### src/rtl/pipe_pkg.sv
// Shared defaults, beat layout and bubble control word for the pipeline stage.
// Pure declarations: no latency, no backpressure.
// The NOP control word marks bubbles on the downstream control bus.
package pipe_pkg;
    localparam int CTRL_W_DEF   = 16;
    localparam int DATA_W_DEF   = 32;
    localparam int DIR_W_DEF    = 4;
    localparam int NUM_DATA_DEF = 3;

    localparam logic [CTRL_W_DEF-1:0] CTRL_NOP = '0;

    typedef struct packed {
        logic [CTRL_W_DEF-1:0]              ctrl;
        logic [DIR_W_DEF-1:0]               dir;
        logic [NUM_DATA_DEF*DATA_W_DEF-1:0] data;
    } beat_t;
endpackage

### src/rtl/pipe_stage_entry.sv
// One held beat: payload register plus valid bit, with load enable and valid clear.
// Latency: 1 cycle from i_load to o_vld/o_dat. No backpressure of its own.
// Clear beats load and keeps the payload; reset zeroes both.
module pipe_stage_entry #(
    parameter int W = 8
) (
    input  logic         clk,
    input  logic         rst_n,
    input  logic         i_load,
    input  logic         i_clr,
    input  logic [W-1:0] i_dat,
    output logic         o_vld,
    output logic [W-1:0] o_dat
);
    logic         r_vld;
    logic [W-1:0] r_dat;

    always_ff @(posedge clk) begin
        if (!rst_n) begin
            r_vld <= 1'b0;
            r_dat <= '0;
        end else if (i_clr) begin
            r_vld <= 1'b0;
        end else if (i_load) begin
            r_vld <= 1'b1;
            r_dat <= i_dat;
        end
    end

    assign o_vld = r_vld;
    assign o_dat = r_dat;
endmodule

### src/rtl/pipe_stage_reg.sv
// Two-entry skid pipeline register (main + skid); PIPE_STAGE_PERF_EN adds stall/bubble counters.
// Latency: 1 cycle when empty; full throughput with out_ready held high.
// Backpressure: in_ready = !skid_valid, registered, no path from out_ready.
module pipe_stage_reg
    import pipe_pkg::*;
#(
    parameter int CTRL_W   = CTRL_W_DEF,
    parameter int DATA_W   = DATA_W_DEF,
    parameter int DIR_W    = DIR_W_DEF,
    parameter int NUM_DATA = NUM_DATA_DEF
) (
    input  logic                       clk,
    input  logic                       rst_n,
    input  logic                       flush,
    input  logic                       in_valid,
    output logic                       in_ready,
    input  logic [CTRL_W-1:0]          in_ctrl,
    input  logic [DIR_W-1:0]           in_dir,
    input  logic [NUM_DATA*DATA_W-1:0] in_data,
    output logic                       out_valid,
    input  logic                       out_ready,
    output logic [CTRL_W-1:0]          out_ctrl,
    output logic [DIR_W-1:0]           out_dir,
    output logic [NUM_DATA*DATA_W-1:0] out_data
`ifdef PIPE_STAGE_PERF_EN
    ,
    output logic [31:0]                stall_cnt,
    output logic [31:0]                bubble_cnt
`endif
);
    typedef struct packed {
        logic [CTRL_W-1:0]          ctrl;
        logic [DIR_W-1:0]           dir;
        logic [NUM_DATA*DATA_W-1:0] data;
    } lbeat_t;

    localparam int BEAT_W = $bits(lbeat_t);

    lbeat_t w_in_beat;
    lbeat_t w_main_nxt;
    lbeat_t w_main_beat;
    lbeat_t w_skid_beat;
    logic   w_main_vld;
    logic   w_skid_vld;
    logic   w_accept;
    logic   w_main_take;
    logic   w_main_load;
    logic   w_main_clr;
    logic   w_skid_load;
    logic   w_skid_clr;

    assign w_in_beat = '{ctrl: in_ctrl, dir: in_dir, data: in_data};

    assign in_ready    = rst_n & ~w_skid_vld;
    assign w_accept    = in_valid & in_ready;
    assign w_main_take = ~w_main_vld | out_ready;

    // Skid always drains first so ordering is preserved.
    assign w_main_nxt  = w_skid_vld ? w_skid_beat : w_in_beat;
    assign w_main_load = w_main_take & (w_skid_vld | w_accept);
    assign w_main_clr  = flush | (w_main_take & ~w_skid_vld & ~w_accept);
    assign w_skid_load = w_accept & ~w_main_take;
    assign w_skid_clr  = flush | (w_main_take & w_skid_vld);

    pipe_stage_entry #(.W(BEAT_W)) u_main (
        .clk    (clk),
        .rst_n  (rst_n),
        .i_load (w_main_load),
        .i_clr  (w_main_clr),
        .i_dat  (w_main_nxt),
        .o_vld  (w_main_vld),
        .o_dat  (w_main_beat)
    );

    pipe_stage_entry #(.W(BEAT_W)) u_skid (
        .clk    (clk),
        .rst_n  (rst_n),
        .i_load (w_skid_load),
        .i_clr  (w_skid_clr),
        .i_dat  (w_in_beat),
        .o_vld  (w_skid_vld),
        .o_dat  (w_skid_beat)
    );

    assign out_valid = w_main_vld;
    assign out_ctrl  = w_main_vld ? w_main_beat.ctrl : CTRL_W'(CTRL_NOP);
    assign out_dir   = w_main_beat.dir;
    assign out_data  = w_main_beat.data;

`ifdef PIPE_STAGE_PERF_EN
    logic [31:0] r_stall_cnt;
    logic [31:0] r_bubble_cnt;

    always_ff @(posedge clk) begin
        if (!rst_n) begin
            r_stall_cnt  <= '0;
            r_bubble_cnt <= '0;
        end else begin
            if (w_main_vld && !out_ready && r_stall_cnt != 32'hFFFF_FFFF)
                r_stall_cnt <= r_stall_cnt + 32'd1;
            if (!w_main_vld && out_ready && r_bubble_cnt != 32'hFFFF_FFFF)
                r_bubble_cnt <= r_bubble_cnt + 32'd1;
        end
    end

    assign stall_cnt  = r_stall_cnt;
    assign bubble_cnt = r_bubble_cnt;
`endif
endmodule

### config.mk
export PLATFORM = sky130hd
export DESIGN_NAME = pipe_stage_reg
export DESIGN_NICKNAME = d
export VERILOG_FILES = /design/src/rtl/pipe_pkg.sv /design/src/rtl/pipe_stage_entry.sv /design/src/rtl/pipe_stage_reg.sv
export SDC_FILE = /design/constraint.sdc
export NUM_CORES = 1
export LEC_CHECK = 0
export CAP_MARGIN = 20
export CORE_ASPECT_RATIO = 1.2
export CORE_MARGIN = 2
export CORE_UTILIZATION = 26
export CTS_BUF_LIST = sky130_fd_sc_hd__clkbuf_4
export DETAILED_ROUTE_END_ITERATION = 16
export GPL_ROUTABILITY_DRIVEN = 1
export SLEW_MARGIN = 0
export SYNTH_ARGS = -nofsm -noshare
export SYNTH_HDL_FRONTEND = slang
export SYNTH_HIERARCHICAL = 1
export SYNTH_SLANG_ARGS = --single-unit
### constraint.sdc
create_clock -name clk -period 2.7 [get_ports clk]
set_input_delay 0.54 -clock clk [delete_from_list [all_inputs] [get_ports clk]]
set_output_delay 0.54 -clock clk [all_outputs]
set_load 0.005 [all_outputs]
After elaboration in Yosys (flattened, before gate mapping)
Cells that the tools add are included.
- logic and storage cells: 28
- input port bits: 121
- register bits: 234
- bitwise logic cells: 18
- muxes and demuxes: 2
- reduce and logical (&&, ||, !) cells: 4
- operators by type and width (kind ; count):
    116-bit two-way mux ; 1
    16-bit two-way mux ; 1
    1-bit AND ; 7
    1-bit NOT ; 7
    1-bit bitwise OR ; 4
    2-bit AND reduction ; 2
    2-bit OR reduction ; 2

Longest topological paths before layout
Gate-level depths: netlist of run 1.
- depth in word-level cells: 8
- depth in mapped cells: 9

Cells and area by module
The synthesis of run 1 kept the hierarchy.
- by module, submodules not included (module ; area each (µm²) ; seq. area each (µm²) ; instances ; cells each):
    pipe_stage_entry ; 4642.0 ; 2342.2 ; 2 ; 507
    pipe_stage_reg ; 1601.5 ; 0.0 ; 1 ; 154

Worst setup path after synthesis of run 1
No wires, ideal clock.
- path type: flip-flop to flip-flop
- start point: register u_skid.r_vld, in the netlist u_skid/o_vld
- end point: register u_main.r_dat[100], in the netlist u_main/o_dat[100]
- period minus slack after synthesis: 1.688 ns
- setup slack: 1.012 ns
- arrival time: 1.617 ns
- stages on the path, launching flop included: 10
- data required time: 2.628 ns
- cell sequence: dfxtp_1 buf_4 buf_6 a21oi_1 a21o_1 nor2b_4 buf_6 buf_6 buf_6 mux2i_1
- cells in the longest elaborated chain, start to end: 8
- elaborated cells between the ends (all ways): 12
- classes of those cells: mux (1); bitwise (10); reduce/logical (1)
- RTL lines (item ; line ; source):
    from (decl) ; pipe_stage_entry.sv:15 ; logic r_vld;
    from (signal assigned) ; pipe_stage_entry.sv:20 ; r_vld <= 1'b0;
    from (signal assigned) ; pipe_stage_entry.sv:23 ; r_vld <= 1'b0;
    from (signal assigned) ; pipe_stage_entry.sv:25 ; r_vld <= 1'b1;
    1-bit NOT * ; pipe_stage_reg.sv:54, pipe_stage_reg.sv:61 ;
    1-bit AND ; pipe_stage_reg.sv:54 ; assign in_ready = rst_n & ~w_skid_vld;
    1-bit AND ; pipe_stage_reg.sv:55 ; assign w_accept = in_valid & in_ready;
    1-bit NOT ; pipe_stage_reg.sv:61 ; assign w_main_clr = flush | (w_main_take & ~w_skid_vld & ~w_accept);
    1-bit AND * ; pipe_stage_reg.sv:61 ;
    1-bit bitwise OR * ; pipe_stage_reg.sv:61 ;
    net w_main_clr ; pipe_stage_reg.sv:48 ; logic w_main_clr;
    1-bit NOT (no line) * ; - ;
    2-bit AND reduction (no line) * ; - ;
    to (signal assigned) ; pipe_stage_entry.sv:26 ; r_dat <= i_dat;
    to (decl) ; pipe_stage_entry.sv:16 ; logic [W-1:0] r_dat;
Mark *: on every way through the listed nets, which the timed path passes. The rest lies on a longest branch.
A chain may end at the register's enable or synchronous reset.

Worst setup path in the final report of run 1
- start point: register u_main.r_vld, in the netlist u_main/o_vld
- end point: output out_ctrl[7]
- cells in the longest elaborated chain, start to end: 1
- RTL lines (item ; line ; source):
    from (decl) ; pipe_stage_entry.sv:15 ;
    from (signal assigned) ; pipe_stage_entry.sv:20 ;
    from (signal assigned) ; pipe_stage_entry.sv:23 ;
    from (signal assigned) ; pipe_stage_entry.sv:25 ;
    16-bit two-way mux ; pipe_stage_reg.sv:86 ; assign out_ctrl = w_main_vld ? w_main_beat.ctrl : CTRL_W'(CTRL_NOP);
    to (decl) ; pipe_stage_reg.sv:22 ; output logic [CTRL_W-1:0] out_ctrl,
No other way between the ends.

==> results of run 1 <==
-- flip-flops by register name, summed over array words and instances (netlist names) --
name          flops
u_main/o_dat    116
u_skid/o_dat    116
u_skid/o_vld      1
u_main/o_vld      1
-- layout make-up --
cell class                 count  area [µm²]
antenna                        2       5.005
clock buffer                  93       698.2
clock inverter                21       165.2
fill                        4292       27160
multi-input combinational    842        5569
sequential                   234        4690
tap                          546       683.2
timing repair buffer         249        2581
-- timing repair --
item,in CTS,in global routing
hold buffers,0,0
endpoints found under the setup margin,16,2
pin swaps,0,0
resized for setup,4,1
-- tightest hold or removal path: stages --
cell     delay [ns]
buf_8          0.11
a21oi_1        0.15
nor2_1         0.08
nor2_1         0.09
nor3b_1        0.05
-- routing by layer --
layer	up-vias	global-route usage, %	share of wire [%]
met5	-	0	0.040
met4	2	6.153	2.6
met3	59	4.708	7.6
met2	223	20.02	44
met1	3882	15.04	46
li1	4320	-	-
-- placed cells by master, fill, tap and decap left out, drive strengths merged, types with 3 or more instances in the layout --
cell / instances
nor2b: 4
clkinv: 15
inv: 3
bufinv: 3
clkbuf: 93
and2: 16
mux2i: 232
nor2: 3
clkdlybuf4s50: 236
dfxtp: 234
mux2: 116
nand2: 464
buf: 12
-- logic make-up (layout without fill, tap and decap cells) --
group | count (synthesis) | count (layout) | synth area share [%]
AOI/OAI and AO/OA | 3 | 3 | 0.1838
buffers and inverters | 92 | 363 | 5.805
DFF | 234 | 234 | 43.03
muxes | 348 | 348 | 33.33
other | 0 | 2 | 0
and+or+nand+nor | 491 | 491 | 17.64
-- per-stage QoR --
step | area (µm²) | power [mW] | hold slack [ns] | cells
finish | 14390 | 7.523 | 0.3212 | 1987
global route | 14390 | 7.945 | 0.2672 | 1986
CTS | 14380 | 7.726 | 0.1938 | 1985
detailed placement | 13510 | 4.153 | 0.4434 | 1871
global placement | 13510 | 4.142 | 0.4379 | 1871
floorplan | 10890 | 3.871 | 0.4301 | 1168
-- worst paths after layout --
kind                                          to  slack, ns
hold / removal         u_main/o_vld$_SDFFE_PP0P_       0.32
setup / recovery                     out_ctrl[7]       0.18
hold reg to reg   u_main/o_dat[110]$_SDFFE_PN0P_       0.45
setup reg to reg  u_main/o_dat[100]$_SDFFE_PN0P_       0.91
-- power breakdown --
group	leakage, nW	internal (mW)	switching (mW)	total [mW]
combinational	2.60	0.326	0.259	0.585
clock	0.514	1.88	1.57	3.45
sequential	1.89	3.48	0.0132	3.49
total	5.00	5.68	1.84	7.52
==> impl_results.md, run 1 <==
- Top_reg_cell synth: dfxtp_1
- Overflow after GRT: 0
- Total GRT Usage: about an eighth
- Post-layout nets: between 1500 and 2000
- Endpoints failing setup: 0
- Classification of the worst-slack hold path: in -> reg
- Leakage power: 5.004 nW
- Number of buffers added by the clock tree synthesis step: 69
- Post-synthesis to final-layout area growth: 32.21%
- Vias in the first global route: 8615
- Final hold vios: 0
- FF-to-FF Start: u_main/o_vld$_SDFFE_PP0P_
- CTS clock-pin slew for the worst setup and hold paths: 0.06 ns
- Ratio of cells with drive above 1 in the final layout: between 10% and 20%
- Synthesis warning total: 6
- Synth Register Bits: 234
- Mean Syn Cell Area: 9.320 µm²
- Post-layout worst setup margin: 0.1789 ns
- Crit-path leading delay family: buffers and inverters
- Starting Density: 26.20%
- Top cell type by total area after synthesis: dfxtp_1
- Clock tree root buffer cell: clkbuf_4
- Required time at the endpoint of the critical path: 2.16 ns
- Share of synthesized flip-flops with an asynchronous set or reset: 0%
- CP Cell Sequence: buf_12, and2_1, clkdlybuf4s50_1
- Total negative slack: 0 ns
- Clock Latency Late Sink: ~0.75 ns
- Total via count in the routed design: between 8000 and 9000
- Most instantiated library cell after synthesis: nand2_1
- First DRT Iteration DRCs: 251
- IO Pins: 239
- Net count after synthesis: approximately 1300
- I/O Buffers: 238
- First-pass GRT wire length: 43900 µm
- Tightest Pin Transition: about 1.2 ns
- Core area: 41550 µm²
- Seq/Total Area, Yosys: between 40 and 50%
- Via/cell ratio: around 4.3
- Max incr delay on CP: 0.51 ns
- Startpoint of the most critical hold path: rst_n
- Count of maximum capacitance violations: 0
- Final clock period utilization by the worst path: about 93%
- Worst setup slack before clock tree synthesis: 0.2725 ns
- Number of clock sinks: around 230
- Placer Congestion: 0.7314
- Max Clock Skew: 0.04493 ns
- Remaining design rule violation count: 0
- RSZ-0062 raised after global routing: false
- Post-synthesis instance area: 10890 µm²
- CTS tree: yes
- Type of element launching the critical path: flop
- Total die area: 43530 µm²
- Final Slew Violations: 0
- Number of synthesized flops with an enable pin: 0
- Depth of the CTS H-tree: 3
- Number of nets still failing antenna checks after routing: 0
- Share of Yosys cell area claimed by the top area cell type: between 40 and 50%
- Number of distinct library cells after synthesis: 17
- Mean routed wirelength per cell: 13.90 µm
- Number of antenna violations at the first check in global routing: 2
- Crit Path Class: reg -> out
- Total power divided by cell area: between 500 and 600 nW/µm²
- Placed wire-length estimate after detailed placement: around 17000 µm
- Crit path time final: 2.521 ns
- Maximum number of pins on one net before global-route repair: 259
- Routed WL: 27630 µm
- Buffering stage count on the worst path with inverters included: 2
- Status: complete, no violations
- Critical path capture point type: output port
- Worst Path Arrival: roughly 2.0 ns
- Levels on crit path: 3
- Worst slew margin relative to its limit: 19.54%
- Max Clk Rate: 396.6 MHz
- Worst voltage drop across the vdd grid: 0.2417 mV
- Critical path peak fanout: 17
- Share of the core filled with cells: between 30 and 40%
- Vert. Die Dim: 228.1 µm
- Maximum root-to-sink buffer count: 3
- Count of cells along the worst register-to-register path: 5
- First-pass DRT Iterations: 4
- Die W: 190.8 µm
- Main area contributors after synthesis: dfxtp_1 (43%), mux2i_1 (21%), nand2_1 (16%)
- Source of the critical timing path: u_main/o_vld$_SDFFE_PP0P_
- # Post-CTS Setup Buffers: 0
- Most used standard cells in the synthesized netlist: nand2_1 (464), dfxtp_1 (234), mux2i_1 (232), mux2_2 (116), buf_2 (40)
- Std-Cell Rows: 82
- Worst Hold Depth: 5
- Synthesized netlist cell count: ~1200
- Slowest stage cell, crit path: clkdlybuf4s50_1
(Power assumes the default switching activity.)
==> run 2, diff against run 1 <==
- CORE_MARGIN: 2 -> 3
==> run 2 against run 1 <==
Effect of this change:
- cell count unchanged
- global-route usage down 0.23 points
- sequential share of layout area shrank 0.15 points
- register-to-register slack lost 0.13 ns
- wire length increased by 1.0%
- maximum frequency shrank 0.78%
- largest power group unchanged
- highest routed layer unchanged
==> impl_results.md, run 2 (synthesized netlist as in run 1, its figures left out) <==
- RSZ-0062 raised after global routing: false (unchanged)
- Share of the core filled with cells: 35.22% (was 34.63%)
- FF-to-FF Start: u_main/o_vld$_SDFFE_PP0P_ (unchanged)
- Slowest stage cell, crit path: clkdlybuf4s50_1 (unchanged)
- Switching Share: 24.46% (was 24.52%)
- CTS clock-pin slew for the worst setup and hold paths: 0.06 ns (about the same)
- Most common library cell in the layout ignoring fill and taps: nand2_1 (unchanged)
- Hold buffers post-CTS: 0 (unchanged)
- Worst voltage drop across the vdd grid: 0.3083 mV (was 0.2417 mV)
- Share of power burned in the clock network: 45.3% (was 45.8%)
- Startpoint of the most critical hold path: rst_n (unchanged)
- Status: complete, no violations (unchanged)
- Vias in the first global route: 8573 (was 8615)
- Core area: 41050 µm² (was 41550 µm²)
- Crit-path leading delay family: buffers and inverters (unchanged)
- Die W: 192.8 µm (was 190.8 µm)
- Reg2Reg Setup Slack: 0.78 ns (was 0.91 ns)
- Source of the critical timing path: u_main/o_vld$_SDFFE_PP0P_ (unchanged)
- Number of clock sinks: 234 (unchanged)
- Max Clock Skew: 0.02830 ns (was 0.04493 ns)
- IO Pins: 239 (unchanged)
- Placed wire-length estimate after detailed placement: 17290 µm (was 16650 µm)
- Overflow after GRT: 0 (unchanged)
- First DRT Iteration DRCs: 243 (was 251)
- Number of antenna violations at the first check in global routing: 2 (unchanged)
- Vert. Die Dim: 230.1 µm (was 228.1 µm)
- Crit Path Class: reg -> out (unchanged)
- Commonest cells after routing, fill and taps aside: nand2_1 (464), clkdlybuf4s50_1 (237), dfxtp_1 (233), mux2i_1 (232), mux2_2 (116) (was nand2_1 (464), clkdlybuf4s50_1 (236), mux2i_1 (232), dfxtp_1 (232), mux2_2 (116))
- Critical path peak fanout: 20 (was 17)
- Relative contribution of sequential cells to total power: 46.9% (was 46.4%)
- Max Clk Rate: 393.5 MHz (was 396.6 MHz)
- Total negative slack: 0 ns (unchanged)
- Max incr delay on CP: 0.59 ns (was 0.51 ns)
- CP Cell Sequence: buf_8, and2_1, clkdlybuf4s50_1 (was buf_12, and2_1, clkdlybuf4s50_1)
- Clock tree root buffer cell: clkbuf_4 (unchanged)
- Combinational fraction of design power: 7.9% (was 7.8%)
- Endpoint of the worst-slack reg-to-reg timing path: u_skid/o_dat[70]$_SDFFE_PN0P_ (was u_main/o_dat[100]$_SDFFE_PN0P_)
- First-pass GRT wire length: 44000 µm (was 43900 µm)
- Mean routed wirelength per cell: 14.04 µm (was 13.90 µm)
- Classification of the worst-slack hold path: in -> reg (unchanged)
- Routed WL: 27900 µm (was 27630 µm)
- Maximum root-to-sink buffer count: 3 (unchanged)
- Placer Congestion: 0.7344 (was 0.7314)
- Ratio of cells with drive above 1 in the final layout: 16.79% (was 16.26%)
- Final Slew Violations: 0 (unchanged)
- Remaining design rule violation count: 0 (unchanged)
- Count of cells along the worst register-to-register path: 7 (was 5)
- Total net switching power: 1.822 mW (was 1.845 mW)
- Endpoints failing setup: 0 (unchanged)
- Total GRT Usage: 12.44% (was 12.67%)
- Final clock period utilization by the worst path: 94.11% (was 93.38%)
- Post-synthesis to final-layout area growth: 32.79% (was 32.21%)
- Starting Density: 26.52% (was 26.20%)
- I/O Buffers: 238 (unchanged)
- Maximum number of pins on one net before global-route repair: 242 (was 259)
- CTS tree: yes (unchanged)
- Internal power of the cells: 5.624 mW (was 5.678 mW)
- Type of element launching the critical path: flop (unchanged)
- Clock Latency Late Sink: 0.72 ns (was 0.75 ns)
- Count of maximum capacitance violations: 0 (unchanged)
- Crit path time final: 2.541 ns (was 2.521 ns)
- Number of buffers added by the clock tree synthesis step: 70 (was 69)
- Worst Path Arrival: 2.00 ns (was 1.98 ns)
- Worst Hold Depth: 5 (unchanged)
- Std-Cell Rows: 81 (was 82)
- Post-layout nets: 1524 (was 1517)
- Total power divided by cell area: 515.1 nW/µm² (was 522.8 nW/µm²)
- Final hold vios: 0 (unchanged)
- Worst setup slack before clock tree synthesis: 0.3680 ns (was 0.2725 ns)
- Critical path capture point type: output port (unchanged)
- Via/cell ratio: 4.304 (was 4.271)
- Total die area: 44370 µm² (was 43530 µm²)
- Post-layout worst setup margin: 0.1590 ns (was 0.1789 ns)
- First-pass DRT Iterations: 4 (unchanged)
- Number of nets still failing antenna checks after routing: 0 (unchanged)
- Endpoint, Worst Hold: u_main/o_vld$_SDFFE_PP0P_ (unchanged)
- Buffering stage count on the worst path with inverters included: 2 (unchanged)
- Tightest Pin Transition: 1.059 ns (was 1.207 ns)
- Total via count in the routed design: 8553 (was 8486)
- Required time at the endpoint of the critical path: 2.16 ns (about the same)
- Leakage power: 5.039 nW (was 5.004 nW)
- Depth of the CTS H-tree: 3 (unchanged)
- Worst slew margin relative to its limit: 29.37% (was 19.54%)
run 2: changes by cell type in the layout (fill, tap and decap cells not counted), moves of 2 or more:
cell | previous run | this run
clkbuf_4 | 93 | 103
bufinv_16 | 3 | 1
buf_4 | 2 | 4
clkinv_2 | 2 | 0
buf_12 | 9 | 12
clkinv_1 | 12 | 10
run 2: area by class of cell:
| type | count | area [µm²] |
|---|---|---|
| fill | 4171 | 26590 |
| antenna | 1 | 2.502 |
| multi-input combinational | 842 | 5569 |
| timing repair buffer | 255 | 2673 |
| clock buffer | 103 | 773.2 |
| sequential | 234 | 4688 |
| clock inverter | 13 | 75.07 |
| tap | 539 | 674.4 |
run 2: worst min-delay path: stages:
cell and delay, ns:
buf_8 0.11, a21oi_1 0.17, nor2_1 0.07, nor2_1 0.09
nor3b_1 0.06
run 2: worst max-delay path by stage:
stage | endpoint | slack (ns) | cells past startpoint
finish | out_ctrl[13] | 0.16 | 3
global placement | u_main/o_dat[95]$_SDFFE_PN0P_ | 0.40 | 7
CTS | out_ctrl[9] | 0.002 | 3
floorplan | u_main/o_dat[100]$_SDFFE_PN0P_ | 1.01 | 9
global route | out_ctrl[10] | 0.002 | 3
detailed placement | u_main/o_dat[87]$_SDFFE_PN0P_ | 0.37 | 7
run 2: layer usage:
metal	GRT usage (%)	share of wire [%]	vias up
met1	15.39	45	3946
li1	-	-	4336
met4	5.511	2.3	2
met5	0	0.025	-
met3	4.880	8.0	49
met2	19.04	44	220
run 2: power groups by stage:
stage / logic [mW] / clock network [mW] / registers [mW]
finish: 0.587 / 3.37 / 3.49
global route: 0.650 / 3.75 / 3.49
CTS: 0.594 / 3.59 / 3.49
detailed placement: 0.591 / 0 / 3.57
global placement: 0.583 / 0 / 3.57
floorplan: 0.305 / 0 / 3.57
run 2: what timing repair did:
item,4_1_cts,5_1_grt
resized for setup,2,0
setup endpoints to repair,12,0
buffers inserted,0,0
hold endpoints to repair,0,0
run 2: per-stage QoR:
stage               hold slack, ns  cell area [µm²]  power, mW  std cells
floorplan                   0.4301            10890      3.871       1168
global placement            0.4381            13600      4.149       1870
detailed placement          0.4439            13600      4.156       1870
CTS                         0.1983            14450      7.670       1986
global route                0.3067            14460      7.890       1987
finish                      0.3608            14460      7.446       1987
==> run 3, diff against run 2 <==
- ABC_CLOCK_PERIOD_IN_PS: not set -> 2700
- CORE_ASPECT_RATIO: 1.2 -> not set
==> run 3 against run 2 <==
Effect of this change:
- register-to-register slack gained 0.11 ns
- sequential cell count unchanged
- count of clock-buffer cells in the layout is 6 lower
- cell count shrank 0.81%
- first-iteration DRC count up 34%
- global-route usage down 0.10 points
- clock skew grew 0.016 ns
- critical endpoint is now out_ctrl[9]
- largest power group unchanged
==> impl_results.md, run 3 (synthesized netlist as in run 1, its figures left out) <==
- Status: complete, no violations (unchanged)
- Maximum root-to-sink buffer count: 3 (unchanged)
- CTS tree: yes (unchanged)
- Std-Cell Rows: 74 (was 81)
- Final clock period utilization by the worst path: 91.52% (was 94.11%)
- Number of buffers added by the clock tree synthesis step: 70 (unchanged)
- Max Clock Skew: 0.04455 ns (was 0.02830 ns)
- Endpoints failing setup: 0 (unchanged)
- Die W: 210.6 µm (was 192.8 µm)
- Mean routed wirelength per cell: 14.38 µm (was 14.04 µm)
- Vert. Die Dim: 210.6 µm (was 230.1 µm)
- Number of antenna violations at the first check in global routing: 3 (was 2)
- Routed WL: 28350 µm (was 27900 µm)
- Total net switching power: 1.819 mW (was 1.822 mW)
- Total die area: 44360 µm² (was 44370 µm²)
- Hold buffers post-CTS: 0 (unchanged)
- First-pass GRT wire length: 44300 µm (was 44000 µm)
- Combinational fraction of design power: 7.9% (about the same)
- Footprint of the flip-flops and latches: 4690 µm² (was 4688 µm²)
- Required time at the endpoint of the critical path: 2.16 ns (about the same)
- Core area: 41110 µm² (was 41050 µm²)
- RSZ-0062 raised after global routing: false (unchanged)
- # Post-CTS Setup Buffers: 0 (unchanged)
- Placer Congestion: 0.7529 (was 0.7344)
- Tightest Pin Transition: 1.174 ns (was 1.059 ns)
- Filler instances: 4209 (was 4171)
- Internal power of the cells: 5.730 mW (was 5.624 mW)
- Clock tree root buffer cell: clkbuf_4 (unchanged)
- Area taken by multi-input logic gates: 5569 µm² (unchanged)
- Final hold vios: 0 (unchanged)
- Post-layout nets: 1521 (was 1524)
- Starting Density: 26.48% (was 26.52%)
- Source of the critical timing path: u_main/o_vld$_SDFFE_PP0P_ (unchanged)
- Ratio of cells with drive above 1 in the final layout: 16.62% (was 16.79%)
- Startpoint of the most critical hold path: in_data[76] (was rst_n)
- Placed wire-length estimate after detailed placement: 17260 µm (was 17290 µm)
- Critical path peak fanout: 17 (was 20)
- Endpoint of the worst-slack reg-to-reg timing path: u_skid/o_dat[10]$_SDFFE_PN0P_ (was u_skid/o_dat[70]$_SDFFE_PN0P_)
- I/O Buffers: 238 (unchanged)
- Switching Share: 24.09% (was 24.46%)
- Depth of the CTS H-tree: 3 (unchanged)
- Total negative slack: 0 ns (unchanged)
- IO Pins: 239 (unchanged)
- Crit path time final: 2.471 ns (was 2.541 ns)
- First DRT Iteration DRCs: 326 (was 243)
- Total via count in the routed design: 8464 (was 8553)
- Via/cell ratio: 4.294 (was 4.304)
- Number of nets still failing antenna checks after routing: 0 (unchanged)
- Commonest cells after routing, fill and taps aside: nand2_1 (464), clkdlybuf4s50_1 (237), mux2i_1 (232), dfxtp_1 (232), mux2_2 (116) (was nand2_1 (464), clkdlybuf4s50_1 (237), dfxtp_1 (233), mux2i_1 (232), mux2_2 (116))
- Count of maximum capacitance violations: 0 (unchanged)
- CTS clock-pin slew for the worst setup and hold paths: 0.06 ns (about the same)
- Worst Path Arrival: 1.93 ns (was 2.00 ns)
- Min Hold Slack: 0.4165 ns (was 0.3608 ns)
- Reg2Reg Setup Slack: 0.89 ns (was 0.78 ns)
- Count of cells along the worst register-to-register path: 5 (was 7)
- Overflow after GRT: 0 (unchanged)
- Vias in the first global route: 8442 (was 8573)
- Leakage power: 5.011 nW (was 5.039 nW)
- Maximum number of pins on one net before global-route repair: 256 (was 242)
- Total power divided by cell area: 523.8 nW/µm² (was 515.1 nW/µm²)
- Number of clock sinks: 234 (unchanged)
- Classification of the worst-slack hold path: in -> reg (unchanged)
- Total GRT Usage: 12.34% (was 12.44%)
- Worst slew margin relative to its limit: 21.71% (was 29.37%)
- Critical path capture point type: output port (unchanged)
- Crit Path Class: reg -> out (unchanged)
- # resized after CTS: 3 (was 2)
- Relative contribution of sequential cells to total power: 46.2% (was 46.9%)
- Post-synthesis to final-layout area growth: 32.40% (was 32.79%)
- Endpoint of the worst setup timing path: out_ctrl[9] (was out_ctrl[13])
- Final Slew Violations: 0 (unchanged)
- Most common library cell in the layout ignoring fill and taps: nand2_1 (unchanged)
- Type of element launching the critical path: flop (unchanged)
- Worst voltage drop across the vdd grid: 0.2744 mV (was 0.3083 mV)
- Share of power burned in the clock network: 45.9% (was 45.3%)
- Share of the core filled with cells: 35.06% (was 35.22%)
- Remaining design rule violation count: 0 (unchanged)
- Clock Latency Late Sink: 0.71 ns (was 0.72 ns)
- Max Clk Rate: 404.7 MHz (was 393.5 MHz)
- FF-to-FF Start: u_main/o_vld$_SDFFE_PP0P_ (unchanged)
- First-pass DRT Iterations: 4 (unchanged)
run 3: cell types whose count changed in the layout (fill, tap and decap cells not counted):
cell / before / now
bufinv_16: 1 / 3
dfxtp_2: 0 / 1
clkinv_1: 10 / 6
clkinv_2: 0 / 2
buf_12: 12 / 8
inv_2: 2 / 0
buf_16: 0 / 1
clkinvlp_4: 0 / 2
clkbuf_4: 103 / 97
dfxtp_1: 233 / 232
run 3: power groups by stage:
| stage | registers, mW | clock network (mW) | logic, mW |
|---|---|---|---|
| 6_report | 3.49 | 3.46 | 0.593 |
| 5_1_grt | 3.49 | 3.83 | 0.655 |
| 4_1_cts | 3.49 | 3.68 | 0.597 |
| 3_5_place_dp | 3.57 | 0 | 0.593 |
| 3_3_place_gp | 3.57 | 0 | 0.584 |
| 2_1_floorplan | 3.57 | 0 | 0.305 |
run 3: final cells by class:
cell class / instances / share of cell area [%]
Multi-Input combinational cell: 842 / 38.64
Sequential cell: 234 / 32.54
Timing Repair Buffer: 252 / 18.18
Clock buffer: 97 / 5.053
Tap cell: 532 / 4.618
Clock inverter: 13 / 0.9549
Antenna cell: 1 / 0.01736
run 3: critical path, stage by stage, from the launching register on:
cell and delay [ns]:
dfxtp_2 0.38, buf_8 0.18, and2_1 0.18, clkdlybuf4s50_1 0.52
run 3: worst min path at each step:
| stage | to | slack, ns | cells after the start |
|---|---|---|---|
| global route | u_skid/o_dat[100]$_SDFFE_PN0P_ | 0.31 | 3 |
| global placement | u_main/o_dat[101]$_SDFFE_PN0P_ | 0.44 | 2 |
| floorplan | u_main/o_dat[100]$_SDFFE_PN0P_ | 0.43 | 2 |
| finish | u_skid/o_dat[76]$_SDFFE_PN0P_ | 0.42 | 3 |
| detailed placement | u_skid/o_dat[16]$_SDFFE_PN0P_ | 0.44 | 2 |
| CTS | u_skid/o_dat[90]$_SDFFE_PN0P_ | 0.29 | 3 |
run 3: routing by layer:
layer	wire [µm]	GRT usage (%)	up-vias
met2	12500	19.27	233
met3	2108	4.827	57
met1	13030	15.48	3859
met5	9	0	-
met4	698	4.527	2
li1	-	-	4313
run 3: through the flow:
stage | std cells | worst slack [ns] | area [µm²] | total power [mW]
finish | 1971 | 0.2290 | 14410 | 7.549
global route | 1971 | 0.06000 | 14410 | 7.971
CTS | 1969 | 0.07281 | 14380 | 7.769
detailed placement | 1859 | 0.3196 | 13510 | 4.160
global placement | 1859 | 0.3477 | 13510 | 4.150
floorplan | 1168 | 1.012 | 10890 | 3.871
==> RTL edit 1 (flow settings as in run 1) <==
Change the package constant `CTRL_W_DEF` from 16 to 12.
--- a/src/rtl/pipe_pkg.sv
+++ b/src/rtl/pipe_pkg.sv
@@ -2,7 +2,7 @@
 // Pure declarations: no latency, no backpressure.
 // The NOP control word marks bubbles on the downstream control bus.
 package pipe_pkg;
-    localparam int CTRL_W_DEF   = 16;
+    localparam int CTRL_W_DEF   = 12;
     localparam int DATA_W_DEF   = 32;
     localparam int DIR_W_DEF    = 4;
     localparam int NUM_DATA_DEF = 3;
Interface: changed (resized in_ctrl and out_ctrl); port bits go from 239 to 231. The function was not compared with the original's and may differ.
==> RTL edit 1 against run 1 <==
Global-route usage down 0.24 points. Clock power is 9.0% lower. Die area shrank 1.2%. Synthesized cell count down 3.6%. Via count fell by 3.6%. Synthesized area shrank 1.2%. Count of clock-buffer cells in the layout rose by 3. Design area is 2.6% lower. Power fell by 5.7%. Sequential cell count decreased by 8. Setup slack improved by 0.016 ns. Routed wire length fell by 4.0%. Cell count decreased by 2.8%. Non-clock buffer count fell by 9. Critical path type unchanged. Highest routed layer unchanged.
==> RTL edit 1: results (changes against run 1) <==
Post-layout net count - 1463 (-3.6%)
Overall Global Routing Usage - 0.124 (-0.00236)
Wl on met1 - 11300 µm (-10%)
GRT met1 Usage - 0.136 (-0.0145)
Peak VDD IR - 0.000254 V (+5.1%)
Worst-path clk slew - 0.07 ns
Register area share after synthesis - 0.421 (-0.00973)
Met3 WL - 2160 µm (+2.5%)
Leak Pwr - 4.97 nW (-0.61%)
WL final - 26500 µm (-4.0%)
DRC viols - 0 (unchanged)
CTS H-Tree Depth - 3 (unchanged)
Clock Latency Late Sink - 0.73 ns (-0.02 ns)
Post-detail-place hpwl - 16400 µm (-1.6%)
Via-to-Cell Ratio - 4.23 (-0.85%)
Status - finished clean
Vias in the first global route - 8364 (-2.9%)
Largest net degree at the start of global routing - 257 (-0.77%)
Top post-synthesis cells by area - dfxtp_1 (42%), mux2i_1 (21%), nand2_1 (16%)
Fillers - 4211 (-1.9%)
GR Util met3 - 0.0565 (+0.00942)
Worst R2R End - u_main/o_dat[98]
Initial antenna violation count - 10 (+8)
Reg2reg start - u_skid/o_vld
First-pass GRT wire length - 42300 µm (-3.7%)
M2 GR Usage - 0.204 (+0.00341)
Max FO, Critical Path - 10 (-7)
Top routing layer in use - met5
Crit path launch - u_main/o_vld
Clock Skew - 0.0303 ns (-0.0146 ns)
Setup bufs post-CTS - 0 (unchanged)
Port Buffer Count - 230 (-3.4%)
Die ar. - 43000 µm² (-1.2%)
Hold_sp - rst_n
Placer Congestion - 0.707 (-3.3%)
DRC marker count from the first detailed-route iteration - 262 (+4.4%)
Rel. slew slack - 0.289 (+0.0939)
Top post-synthesis cells by count - nand2_1 (448), dfxtp_1 (226), mux2i_1 (224)
Syn Nets - 1243 (-3.6%)
Met2 wire length - 12200 µm (+0.23%)
Ys async rst share - 0 (unchanged)
Share of layout cells above drive strength 1 - 0.164 (+0.00153)
Cell variety after synth - 19 (+2)
CTS-repair resized insts - 2 (-2)
CTS Buf Count - 68 (-1.4%)
RTL edit 1: cell count changes after synthesis:
cell	change
mux2_2	-52
and2_1	-4
buf_8	+18
clkbuf_1	+2
buf_2	-2
mux2_4	+48
dfxtp_1	-8
buf_6	-15
buf_4	-5
mux2i_1	-8
nand2_1	-16
RTL edit 1: how the worst min path moves through the flow:
stage / endpoint / slack [ns]
floorplan: u_main/o_dat[100] / 0.43
global placement: u_skid/o_dat[8] / 0.44
detailed placement: u_skid/o_dat[58] / 0.45
CTS: u_main/o_vld / 0.22
global route: u_skid/o_dat[30] / 0.30
finish: u_main/o_vld / 0.35
RTL edit 1: cells by family (layout without fill, tap and decap cells):
group	Yosys count	in the layout	share of synthesized area
AO/OA/AOI/OAI	3	3	0.00186
buffers and inverters	90	353	0.0644
flip-flops	226	226	0.421
multiplexers	336	336	0.342
other	0	3	0
AND/OR/NAND/NOR	471	471	0.171
RTL edit 1: final cells by class:
type	instances	share of cell area
sequential	226	0.323
tap	539	0.0481
antenna	3	0.000535
timing repair buffer	240	0.177
multi-input combinational	810	0.395
clock inverter	17	0.00491
clock buffer	96	0.0514
RTL edit 1: where the power goes:
| group | internal (mW) | switching [mW] |
|---|---|---|
| Clock | 1.63 | 1.51 |
| Sequential | 3.36 | 0.0131 |
| Combinational | 0.335 | 0.246 |
| Total | 5.32 | 1.77 |
RTL edit 1: per-stage QoR:
step	worst slack [ns]	hold WS, ns	power (mW)	instance area (µm²)	std cells
2_1_floorplan	0.958	0.430	3.76	10800	1126
3_3_place_gp	0.367	0.438	4.02	13200	1814
3_5_place_dp	0.340	0.445	4.03	13200	1814
4_1_cts	0.00513	0.219	7.32	14000	1927
5_1_grt	0.0176	0.301	7.54	14000	1929
6_report	0.195	0.348	7.09	14000	1931
==> RTL edit 2 (config.mk and constraints of run 1) <==
Without the edit above. Build with the macro `PIPE_STAGE_PERF_EN` defined.
--- a/src/rtl/pipe_stage_reg.sv
+++ b/src/rtl/pipe_stage_reg.sv
@@ -1,6 +1,8 @@
 // Two-entry skid pipeline register (main + skid); PIPE_STAGE_PERF_EN adds stall/bubble counters.
 // Latency: 1 cycle when empty; full throughput with out_ready held high.
 // Backpressure: in_ready = !skid_valid, registered, no path from out_ready.
+`define PIPE_STAGE_PERF_EN
+
 module pipe_stage_reg
     import pipe_pkg::*;
 #(
Check against the original RTL (old outputs only; new: bubble_cnt and stall_cnt): same outputs for any inputs over 4 cycles, from zero or initial values and one cycle with rst_n low; that may be too few to reach the edited logic, so the function may still have changed.
==> RTL edit 2 against run 1 <==
Sequential cell count grew 64. Global-route usage increased by 1.4 points. Sequential power grew 27%. Setup slack worse by 0.025 ns. Power grew 25%. Fmax decreased by 0.97%. Synthesized area increased by 29%. Design area rose by 32%. Routed wire length grew 47%. Critical path type unchanged. Critical endpoint is now out_ctrl[0]. Largest power group unchanged.
==> RTL edit 2: results (changes against run 1) <==
Status - finished clean
Placer Congestion - 0.861 (+18%)
Overall Global Routing Usage - 0.141 (+0.0142)
Initial antenna violation count - 8 (+6)
Fillers - 5520 (+29%)
WL final - 40600 µm (+47%)
Placed inst area - 17900 µm² (+32%)
R2R depth - 6 (+1)
WHS Path Cells - 4 (-1)
Drt pass-1 iters - 5 (+1)
Vias in the first global route - 12068 (+40%)
Via-to-Cell Ratio - 4.60 (+7.7%)
Worst-margin pin slew - 0.773 ns (-0.434 ns)
Met3 WL - 2630 µm (+25%)
Placed cells - 2516 (+34%)
Final Non-Filler Cells - 2660 (+34%)
Share of layout cells above drive strength 1 - 0.153 (-0.00976)
Wl on met1 - 16800 µm (+33%)
DRC marker count from the first detailed-route iteration - 547 (+120%)
Cell variety after synth - 52 (+35)
Clock Latency Late Sink - 0.79 ns (+0.04 ns)
Top post-synthesis cells by area - dfxtp_1 (42%), mux2i_1 (17%), nand2_1 (13%)
CTS Buf Count - 86 (+25%)
Syn Nets - 1698 (+32%)
Peak VDD IR - 0.000252 V (+4.1%)
Top post-synthesis cells by count - nand2_1 (503), dfxtp_1 (298), mux2i_1 (239)
Post-layout net count - 2016 (+33%)
NetSw - 2.30 mW (+25%)
CP peak stage delay - 0.55 ns (+0.04 ns)
Syn_area_per_cell - 8.95 µm² (-4.0%)
Post-detail-place hpwl - 27500 µm (+65%)
Clock Skew - 0.0568 ns (+0.0118 ns)
Arr. time, crit path - 2.01 ns (+0.03 ns)
Register area share after synthesis - 0.423 (-0.00701)
First-pass GRT wire length - 63500 µm (+45%)
Met2 wire length - 19800 µm (+63%)
==> RTL edit 2: changes by cell type after synthesis, sizes merged, moves of 19 or more <==
| cell | run 1 | this run |
|---|---|---|
| a21oi | 1 | 48 |
| clkbuf | 13 | 37 |
| dfxtp | 234 | 298 |
| nand2 | 464 | 503 |
| nand3 | 0 | 24 |
| o21ai | 0 | 31 |
| or3 | 0 | 31 |
| or4 | 0 | 19 |
==> RTL edit 2: metal layers <==
layer	vias up	global-route usage
met5	-	0
met4	6	0.0731
met3	90	0.0407
met2	336	0.241
met1	5733	0.159
li1	6067	-
==> RTL edit 2: cell families (layout without fill, tap and decap cells) <==
family          count (synthesis)  after routing  share of synthesized area
flops                         298            298                      0.423
compound gates                112            112                     0.0467
other cells                     0              5                          0
xor+xnor                        4              4                    0.00249
mux                           355            355                      0.262
simple gates                  687            687                      0.218
fa+ha+maj                       2              2                    0.00178
buf+inv                       117            485                     0.0453
==> RTL edit 2: power groups by stage <==
stage          clock [mW]  sequential (mW)  combinational, mW
2_1_floorplan           0             4.54              0.334
3_3_place_gp            0             4.54              0.625
3_5_place_dp            0             4.54              0.642
4_1_cts              4.54             4.44              0.647
5_1_grt              4.74             4.44              0.704
6_report             4.29             4.44              0.641
==> RTL edit 2: worst min-delay path, cell delays in order <==
cell and delay [ns]:
buf_8 0.12, clkinv_1 0.09, or4b_2 0.12, o21ai_0 0.08
==> RTL edit 2: area by class of cell <==
class                      instances  area, µm²  area share
antenna                            5       12.5    0.000660
timing repair buffer             338       3480       0.184
inverter                           9       33.8     0.00178
tap                              712        891      0.0470
clock buffer                     120        901      0.0476
multi-input combinational       1160       7500       0.396
clock inverter                    18        153     0.00806
sequential                       298       5970       0.315
==> RTL edit 2: per-stage QoR <==
| step | setup slack, ns | total power, mW | hold slack [ns] |
|---|---|---|---|
| 6_report | 0.154 | 9.37 | 0.229 |
| 4_1_cts | 0.000760 | 9.63 | 0.0901 |
| 3_3_place_gp | 0.0289 | 5.16 | 0.438 |
| 5_1_grt | 0.0102 | 9.88 | 0.185 |
| 3_5_place_dp | 0.0342 | 5.18 | 0.443 |
| 2_1_floorplan | 0.492 | 4.87 | 0.430 |
==> RTL edit 2: what timing repair did <==
item                                   CTS  global route
buffers inserted                         0             0
resized for setup                        9             0
hold buffers                             1             0
endpoints found under the hold margin    4             0
setup endpoints to repair               16             0
==> RTL edit 2: final timing paths <==
kind         slack (ns)                end
max reg2reg        0.18     bubble_cnt[30]
min                0.23      stall_cnt[13]
min reg2reg        0.45  u_main/o_dat[114]
max                0.15        out_ctrl[0]
